**src/rtl/bram_acc_pkg.sv**
```systemverilog
// Shared definitions for the BRAM accessor: controller state encoding and
// read-side buffer sizing.
package bram_acc_pkg;

  localparam int unsigned STATE_W    = 2;
  localparam int unsigned FIFO_DEPTH = 2;

  localparam logic [STATE_W-1:0] S_IDLE = 2'b00;
  localparam logic [STATE_W-1:0] S_RUN  = 2'b01;
  localparam logic [STATE_W-1:0] S_DONE = 2'b10;

endpackage

```
**src/rtl/bram_rd_fifo2.sv**
```systemverilog
// Two-entry synchronous FIFO that absorbs words already in flight from the
// BRAM while the downstream consumer stalls.
module bram_rd_fifo2
  import bram_acc_pkg::*;
#(
  parameter int unsigned DWIDTH = 32
) (
  input  logic              clk,
  input  logic              reset_n,
  input  logic              push,
  input  logic [DWIDTH-1:0] push_data,
  input  logic              pop,
  output logic [DWIDTH-1:0] head_data,
  output logic [1:0]        occ
);

  logic [DWIDTH-1:0] r_mem [FIFO_DEPTH];
  logic              r_wr_ptr;
  logic              r_rd_ptr;
  logic [1:0]        r_occ;

  // When full, wr_ptr == rd_ptr: a simultaneous push/pop overwrites the slot
  // being popped, which becomes the new tail.
  always_ff @(posedge clk or negedge reset_n) begin
    if (!reset_n) begin
      r_mem[0] <= '0;
      r_mem[1] <= '0;
      r_wr_ptr <= 1'b0;
      r_rd_ptr <= 1'b0;
      r_occ    <= 2'd0;
    end else begin
      if (push) begin
        r_mem[r_wr_ptr] <= push_data;
        r_wr_ptr        <= ~r_wr_ptr;
      end
      if (pop) begin
        r_rd_ptr <= ~r_rd_ptr;
      end
      case ({push, pop})
        2'b10:   r_occ <= r_occ + 2'd1;
        2'b01:   r_occ <= r_occ - 2'd1;
        default: r_occ <= r_occ;
      endcase
    end
  end

  assign head_data = r_mem[r_rd_ptr];
  assign occ       = r_occ;

  a_no_overflow: assert property (@(posedge clk) disable iff (!reset_n)
    !(push && !pop && (r_occ == 2'd2)));

  a_no_underflow: assert property (@(posedge clk) disable iff (!reset_n)
    !(pop && (r_occ == 2'd0)));

endmodule

```
**src/rtl/bram_rd_ctrl.sv**
```systemverilog
// Read-side BRAM controller: issues addresses 0..N-1, absorbs the 1-cycle read
// latency and streams words downstream through a 2-entry buffer.
module bram_rd_ctrl
  import bram_acc_pkg::*;
#(
  parameter int unsigned AWIDTH = 8,
  parameter int unsigned DWIDTH = 32
) (
  input  logic              clk,
  input  logic              reset_n,
  input  logic              start_i,
  input  logic [AWIDTH:0]   num_cnt_i,
  output logic              idle_o,
  output logic              running_o,
  output logic              done_o,
  output logic [AWIDTH-1:0] addr_o,
  output logic              ce_o,
  output logic              we_o,
  input  logic [DWIDTH-1:0] q_i,
  output logic              m_valid_o,
  output logic [DWIDTH-1:0] m_data_o,
  input  logic              m_ready_i
);

  localparam int unsigned CNT_W = AWIDTH + 1;

  logic [STATE_W-1:0] r_state;
  logic [STATE_W-1:0] w_state_nxt;
  logic [CNT_W-1:0]   r_num;
  logic [CNT_W-1:0]   r_issued;
  logic [CNT_W-1:0]   r_accepted;
  logic               r_inflight;
  logic [1:0]         w_occ;
  logic [DWIDTH-1:0]  w_head;
  logic               w_hs;
  logic               w_ce;
  logic               w_last_hs;

  assign w_hs      = m_valid_o && m_ready_i;
  assign w_last_hs = w_hs && (r_accepted == (r_num - CNT_W'(1)));

  // Issue only while the buffer can still hold every word already requested.
  assign w_ce = (r_state == S_RUN) && (r_issued < r_num) &&
                ((3'(w_occ) + 3'(r_inflight)) < (3'd2 + 3'(w_hs)));

  always_ff @(posedge clk or negedge reset_n) begin
    if (!reset_n) begin
      r_state <= S_IDLE;
    end else begin
      r_state <= w_state_nxt;
    end
  end

  always_comb begin
    w_state_nxt = r_state;
    case (r_state)
      S_IDLE: begin
        if (start_i) begin
          w_state_nxt = (num_cnt_i == '0) ? S_DONE : S_RUN;
        end
      end
      S_RUN: begin
        if (w_last_hs) begin
          w_state_nxt = S_DONE;
        end
      end
      S_DONE:  w_state_nxt = S_IDLE;
      default: w_state_nxt = S_IDLE;
    endcase
  end

  // Transfer length and progress counters; N is latched only on an accepted start.
  always_ff @(posedge clk or negedge reset_n) begin
    if (!reset_n) begin
      r_num      <= '0;
      r_issued   <= '0;
      r_accepted <= '0;
      r_inflight <= 1'b0;
    end else begin
      r_inflight <= w_ce;
      if ((r_state == S_IDLE) && start_i) begin
        r_num      <= num_cnt_i;
        r_issued   <= '0;
        r_accepted <= '0;
      end else begin
        if (w_ce) begin
          r_issued <= r_issued + CNT_W'(1);
        end
        if (w_hs) begin
          r_accepted <= r_accepted + CNT_W'(1);
        end
      end
    end
  end

  bram_rd_fifo2 #(
    .DWIDTH(DWIDTH)
  ) u_fifo (
    .clk      (clk),
    .reset_n  (reset_n),
    .push     (r_inflight),
    .push_data(q_i),
    .pop      (w_hs),
    .head_data(w_head),
    .occ      (w_occ)
  );

  assign idle_o    = (r_state == S_IDLE);
  assign running_o = (r_state == S_RUN);
  assign done_o    = (r_state == S_DONE);
  assign addr_o    = r_issued[AWIDTH-1:0];
  assign ce_o      = w_ce;
  assign we_o      = 1'b0;
  assign m_valid_o = (w_occ != 2'd0);
  assign m_data_o  = w_head;

endmodule

```
**config.mk**
```make
export PLATFORM = sky130hd
export DESIGN_NAME = bram_rd_ctrl
export DESIGN_NICKNAME = d
export VERILOG_FILES = /design/src/rtl/bram_acc_pkg.sv /design/src/rtl/bram_rd_fifo2.sv /design/src/rtl/bram_rd_ctrl.sv
export SDC_FILE = /design/constraint.sdc
export NUM_CORES = 1
export LEC_CHECK = 0
export CORE_ASPECT_RATIO = 1.25
export CORE_MARGIN = 2
export CORE_UTILIZATION = 53
export DETAILED_ROUTE_END_ITERATION = 10
export HOLD_SLACK_MARGIN = 0.06
export PLACE_DENSITY = 0.81
export REMOVE_ABC_BUFFERS = 1
export SYNTH_ARGS = -nofsm -noshare
export SYNTH_HDL_FRONTEND = slang
export SYNTH_SLANG_ARGS = --single-unit
```
**constraint.sdc**
```tcl
create_clock -name clk -period 2.8 [get_ports clk]
set_input_delay 0.28 -clock clk [delete_from_list [all_inputs] [get_ports clk]]
set_output_delay 0.28 -clock clk [all_outputs]
set_load 0.02 [all_outputs]
```
==> results.py, run 1 <==
metrics = {
    "run_status": {
        "status": "complete, no violations",
    },
    "sta": {
        "fmax_mhz": 372,
        "finalCritPeriodShare_pct": 96.1,
        "setup_violations": 0,
        "drv_slew": 0,
        "setup_ws_ns": 0.109,
        "setup-tns-final_ns": 0,
        "finClkSkew_ns": 0.00841,
        "rsz0062_at_grt": "false",
        "hold_violations": 0,
        "tightest_slew_ns": 0.579,
        "relSlewSlack_pct": 61.4,
        "fin_crit_ns": 2.69,
    },
    "placed_design": {
        "hpwl_um": 7140,
        "port_buffers": 89,
        "gp_congestion": 0.924,
        "pre_cts_slack_ns": 0.158,
    },
    "die": {
        "core.rowCount": 39,
        "coreArea_mm2": 0.00913,
        "pin_count": 91,
        "die-area_mm2": 0.0101,
        "initial_core_util_pct": 54.1,
        "die_w_um": 90.3,
        "die_h_um": 112,
    },
    "synth": {
        "synth_seq_area_share_pct": 49.7,
        "avgSynthCellArea_um2": 12.3,
        "ys_warn_count": 0,
        "synth-main-ff-cell": "dfrtp_1",
        "synth_top_area_share_pct": 49.7,
        "synth-async-reset-ratio_pct": 100,
        "synth_compound_area_share_pct": 6.44,
        "synthSimpleGateAreaFrac_pct": 8.57,
        "syn-cell-area_mm2": 0.00494,
        "synth.distinct_cells": 52,
        "synth-edff-count": 0,
        "yosysTopAreaCell": "dfrtp_1",
        "ys_ff_latch": 98,
        "synthXorXnorAreaFrac_pct": 4.76,
        "synthAdderAreaFrac_pct": 3.55,
        "synthTopCellsByArea": "dfrtp_1 (50%), mux2_2 (22%), ha_1 (3.5%)",
        "synth_top_family_by_area": "multiplexers",
        "yosysMostFrequentCell": "dfrtp_1",
        "yosys-top-cells-count": "dfrtp_1 (98), mux2_2 (96), nand2_1 (25)",
        "synthMuxAreaShare_pct": 22.9,
        "synthCells": 401,
    },
    "min_path": {
        "hp-class": "input pin to asynchronous set/reset pin",
    },
    "drt": {
        "drt-initial-drc-count": 149,
        "first_pass_iters": 4,
        "routed_via_density": 5.42,
        "vias": 3328,
        "ant_nets": 0,
        "wl_per_cell_um": 16.8,
        "drcViolationCount": 0,
        "routed_wl_um": 10300,
    },
    "final_layout": {
        "fin_nets": 545,
        "syn_to_final_growth_pct": 25.7,
        "post-route-util_pct": 68.0,
        "antennaDiodeCount": 0,
        "drive_gt1_share_pct": 28.5,
        "fillers": 704,
    },
    "critical_path": {
        "crit_chain": "inv_1, ha_1, a21o_1, a2111oi_4, o211ai_4, a21oi_4, dlygate4sd2_1",
        "critPathBufInv": 2,
        "worstPathRequired_ns": 2.52,
        "critPathMaxFanout": 4,
        "worst_path_max_delay_cell": "dfrtp_2",
        "cp-end-kind": "primary output",
        "arrival_ns": 2.41,
        "critPathKind": "register to primary output",
        "crit_path_start_kind": "register",
        "critPathMaxStageDelay_ns": 0.43,
        "cp_top_family": "compound AO/OA/AOI/OAI gates",
    },
    "clock_tree": {
        "htreeDepth": 3,
        "insertion_delay_ns": 0.35,
        "path_clk_slew_ns": 0.07,
        "clkSinkCount": 98,
        "cts_tree": "yes",
        "clk_path_buf_depth": 2,
        "cts_root_buf": "clkbuf_16",
        "cts_buffers": 9,
        "postCtsSetupBuffers": 0,
    },
    "power_and_ir_drop": {
        "ir_drop_uv": 789,
        "p_per_area_mw_per_mm2": 1200,
        "p_leak_nw": 2.66,
    },
    "global_route": {
        "grt_max_degree": 48,
        "grt_pass1_wl_um": 17300,
        "antenna_found_initial": 0,
        "grt_overflow_total": 0,
        "grtUsageTotal_pct": 21.4,
        "grt_pass1_vias": 3542,
    },
    "run": {
        "drv_cap": 0,
    },
}
-- cell usage in the layout, fill, tap and decap left out, types with 2 or more instances in the layout --
| cell | synthesis | final |
|---|---|---|
| dfrtp_2 | 0 | 2 |
| mux2_2 | 96 | 96 |
| ha_1 | 14 | 14 |
| nand2b_1 | 2 | 2 |
| nand3_1 | 5 | 5 |
| nor4_1 | 2 | 2 |
| clkbuf_16 | 0 | 9 |
| a21o_1 | 4 | 4 |
| inv_6 | 0 | 2 |
| clkdlybuf4s50_1 | 0 | 87 |
| nor2_1 | 18 | 17 |
| inv_1 | 16 | 16 |
| nand2_1 | 25 | 25 |
| nor3_1 | 2 | 2 |
| and2_1 | 2 | 2 |
| or3_1 | 3 | 3 |
| nand4_1 | 7 | 7 |
| xor2_1 | 10 | 10 |
| o21ai_0 | 12 | 12 |
| dfrtp_1 | 98 | 96 |
| buf_4 | 9 | 10 |
| a31o_1 | 2 | 2 |
| clkinvlp_4 | 0 | 2 |
| clkinv_2 | 0 | 2 |
| xnor2_1 | 15 | 15 |
| and3_1 | 4 | 4 |
| mux2i_1 | 5 | 5 |
| a21oi_1 | 7 | 7 |
-- power by group --
| part | leakage [nW] | total (mW) | switching [mW] | internal (mW) |
|---|---|---|---|---|
| Combinational | 1.41 | 3.81 | 1.75 | 2.06 |
| Sequential | 1.12 | 2.48 | 0.432 | 2.05 |
| Clock | 0.132 | 1.16 | 0.557 | 0.607 |
-- final timing paths --
path | cells after the start | slack (ns) | from | end
hold reg to reg | 1 | 0.47 | u_fifo.r_rd_ptr | u_fifo.r_rd_ptr
max in group asynchronous | 3 | 1.51 | reset_n | u_fifo.r_mem[59]
setup / recovery | 7 | 0.11 | r_num[4] | ce_o
hold / removal | 2 | 0.47 | reset_n | u_fifo.r_mem[44]
min in group clk | 1 | 0.47 | u_fifo.r_rd_ptr | u_fifo.r_rd_ptr
setup reg to reg | 9 | 0.55 | r_num[4] | r_issued[5]
-- flip-flops by register name (all words and copies together) (netlist names), 2 cells and up --
signal / flops
u_fifo.occ: 2
r_accepted: 9
r_state: 2
r_issued: 9
r_num: 9
u_fifo.r_mem: 64
-- cells by family after synthesis --
logic type	count (synthesis)
simple gates	80
compound gates	39
fa+ha+maj	14
flops	98
other cells	1
mux	101
buf+inv	42
xor+xnor	26
-- what timing repair did --
item / 4_1_cts / 5_1_grt
endpoints found under the hold margin: 45 / 0
endpoints found under the setup margin: 1 / 1
hold buffers: 1 / 0
gates resized for setup: 1 / 2
-- layer usage --
| layer | vias to the layer above | track usage, % | wire length (um) |
|---|---|---|---|
| li1 | 1569 | - | - |
| met1 | 1650 | 28.1 | 4550 |
| met2 | 94 | 35.7 | 5160 |
| met3 | 15 | 4.26 | 450 |
| met4 | 0 | 7.59 | 165 |
| met5 | - | 0 | 0 |
-- metrics by stage --
stage	total power, mW	hold WS, ns	cells	area [um^2]
after floorplan	4.88	-0.0156	376	4800
after global placement	6.21	0.321	597	5920
after detailed placement	6.35	0.323	597	5920
after CTS	7.53	0.477	614	6200
after global routing	7.91	0.508	614	6210
final	7.46	0.472	614	6210
-- area by class of cell --
cell class | instances | area (um^2) | share of cell area (%)
Multi-Input combinational cell | 261 | 2290 | 36.9
Inverter | 17 | 63.8 | 1.03
Tap cell | 123 | 154 | 2.48
Timing Repair Buffer | 99 | 965 | 15.5
Sequential cell | 98 | 2450 | 39.5
Clock buffer | 9 | 225 | 3.63
Clock inverter | 7 | 51.3 | 0.826
Power figures use the tool's default switching activity.
==> inputs of run 2 (changes only) <==
--- a/config.mk
+++ b/config.mk
@@ -9,6 +9,6 @@
 export CORE_MARGIN = 2
-export CORE_UTILIZATION = 53
+export CORE_UTILIZATION = 45
 export DETAILED_ROUTE_END_ITERATION = 10
 export HOLD_SLACK_MARGIN = 0.06
-export PLACE_DENSITY = 0.81
+export PLACE_DENSITY = 0.7
 export REMOVE_ABC_BUFFERS = 1
==> constraint.sdc (replaced) <==
create_clock -name clk -period 2.8 [get_ports clk]
set_input_delay 0.42 -clock clk [delete_from_list [all_inputs] [get_ports clk]]
set_output_delay 0.42 -clock clk [all_outputs]
set_load 0.02 [all_outputs]
==> run 2 against run 1 <==
Against the previous run:
- final cell count up 2.4%
- sequential share of layout area down 0.69 points
- non-clock buffer count up 6
- total power up 2.0%
- first-iteration DRC count down 48%
==> results.py, run 2 (same netlist as run 1, synthesis figures left out) <==
metrics = {
    "run_status": {
        "status": "complete, no violations",
    },
    "die": {
        "pin_count": 91,
        "die_w_um": 97.7,
        "coreArea_mm2": 0.0107,
        "die-area_mm2": 0.0118,
        "core.rowCount": 42,
        "die_h_um": 121,
        "initial_core_util_pct": 46.3,
    },
    "clock_tree": {
        "clkSinkCount": 98,
        "cts_root_buf": "clkbuf_16",
        "path_clk_slew_ns": 0.07,
        "holdBufCountCts": 0,
        "htreeDepth": 3,
        "insertion_delay_ns": 0.34,
        "cts_buffers": 9,
        "cts_tree": "yes",
        "clk_path_buf_depth": 2,
    },
    "sta": {
        "rsz0062_at_grt": "false",
        "relSlewSlack_pct": 59.2,
        "fin_crit_ns": 2.59,
        "finClkSkew_ns": 0.0101,
        "hold_violations": 0,
        "setup-tns-final_ns": 0,
        "hold_ws_ns": 0.0953,
        "fmax_mhz": 386,
        "tightest_slew_ns": 0.612,
        "setup_violations": 0,
        "finalCritPeriodShare_pct": 92.6,
        "drv_slew": 0,
        "setup_ws_ns": 0.208,
    },
    "drt": {
        "drcViolationCount": 0,
        "drt-initial-drc-count": 78,
        "routed_via_density": 5.31,
        "first_pass_iters": 4,
        "routed_wl_um": 10200,
        "vias": 3343,
        "wl_per_cell_um": 16.2,
        "ant_nets": 0,
    },
    "global_route": {
        "antenna_found_initial": 0,
        "grtUsageTotal_pct": 18.1,
        "grt_overflow_total": 0,
        "grt_max_degree": 53,
        "grt_pass1_wl_um": 17400,
        "grt_pass1_vias": 3549,
    },
    "placed_design": {
        "port_buffers": 89,
        "gp_congestion": 0.812,
        "place_inst": 613,
        "pre_cts_slack_ns": 0.135,
        "hpwl_um": 7320,
        "placed_cell_area_mm2": 0.00600,
    },
    "min_path": {
        "hp-class": "input pin to asynchronous set/reset pin",
    },
    "critical_path": {
        "critPathMaxFanout": 4,
        "critPathKind": "register to primary output",
        "reg2reg_from": "r_num[6]",
        "regToRegSetupSlack_ns": 0.47,
        "arrival_ns": 2.17,
        "cp-end-kind": "primary output",
        "worstPathRequired_ns": 2.38,
        "startpoint": "r_num[6]",
        "crit_path_start_kind": "register",
    },
    "run": {
        "drv_cap": 0,
    },
    "final_layout": {
        "antennaDiodeCount": 0,
        "largest_reg_flops": 64,
        "top_register": "u_fifo.r_mem",
        "multi_input_area_mm2": 0.00229,
        "seqCellArea_mm2": 0.00245,
        "syn_to_final_growth_pct": 27.8,
        "drive_gt1_share_pct": 29.4,
        "final_cell_mix": "dfrtp_1 (98), mux2_2 (96), clkdlybuf4s50_1 (87)",
        "fin_nets": 551,
        "final_common_cell": "dfrtp_1",
        "fin_area_mm2": 0.00631,
        "post-route-util_pct": 59.2,
        "fillers": 868,
        "stdcell_count": 629,
    },
    "power_and_ir_drop": {
        "p_per_area_mw_per_mm2": 1210,
        "ir_drop_uv": 886,
        "power_mw": 7.61,
        "p_leak_nw": 2.72,
    },
}
==> run 2: cell types whose count changed in the layout (fill, tap and decap cells not counted), moves of 2 or more <==
cell / before / now
buf_4: 10 / 15
buf_12: 0 / 2
dfrtp_1: 96 / 98
dfrtp_2: 2 / 0
clkinv_2: 2 / 0
==> run 2: repair_timing <==
item                                    in CTS  in global routing
endpoints found under the hold margin        0                  0
setup buffers                                0                  0
gates resized for setup                      1                  2
endpoints found under the setup margin       1                  1
==> run 2: routing by layer <==
metal  share of wire (%)  global-route usage (%)  routed length (um)
met4                 1.7                    5.38                 170
met3                 4.1                    4.09                 415
met5                   0                       0                   0
met2                  49                    30.2                4990
met1                  45                    23.7                4590
==> run 2: where the power goes <==
| group | switching [mW] | internal (mW) | total, mW |
|---|---|---|---|
| registers | 0.395 | 2.05 | 2.45 |
| clock network | 0.549 | 0.728 | 1.28 |
| logic | 1.75 | 2.13 | 3.88 |
| total | 2.70 | 4.91 | 7.61 |
==> run 2: worst max-delay path, stage by stage (launching register included) <==
cell,delay (ns)
dfrtp_1,0.41
inv_1,0.13
ha_1,0.26
and4_1,0.24
a2111oi_4,0.35
o211ai_4,0.14
a21oi_4,0.14
clkbuf_2,0.18
==> run 2: area by class of cell <==
class                   count  share of cell area (%)
well taps                 132                    2.62
multi-input cells         261                    36.3
inverters                  17                    1.01
repair buffers            105                    16.3
clock buffers              10                    3.79
clock inverters             6                    1.17
flip-flops and latches     98                    38.9
==> run 2: final timing paths <==
path,to,depth (start not counted)
max in group asynchronous,u_fifo.r_mem[62],2
worst min register to register,u_fifo.r_mem[48],1
worst max-delay path,ce_o,7
worst min-delay path,u_fifo.r_mem[52],1
worst max register to register,r_issued[4],9
min in group clk,u_fifo.r_mem[48],1
==> inputs of run 3 (changes only) <==
Settings changed: SLEW_MARGIN set to 0.
==> results of run 3 <==
The final DEF is identical to that of run 2; final timing and power are the same.
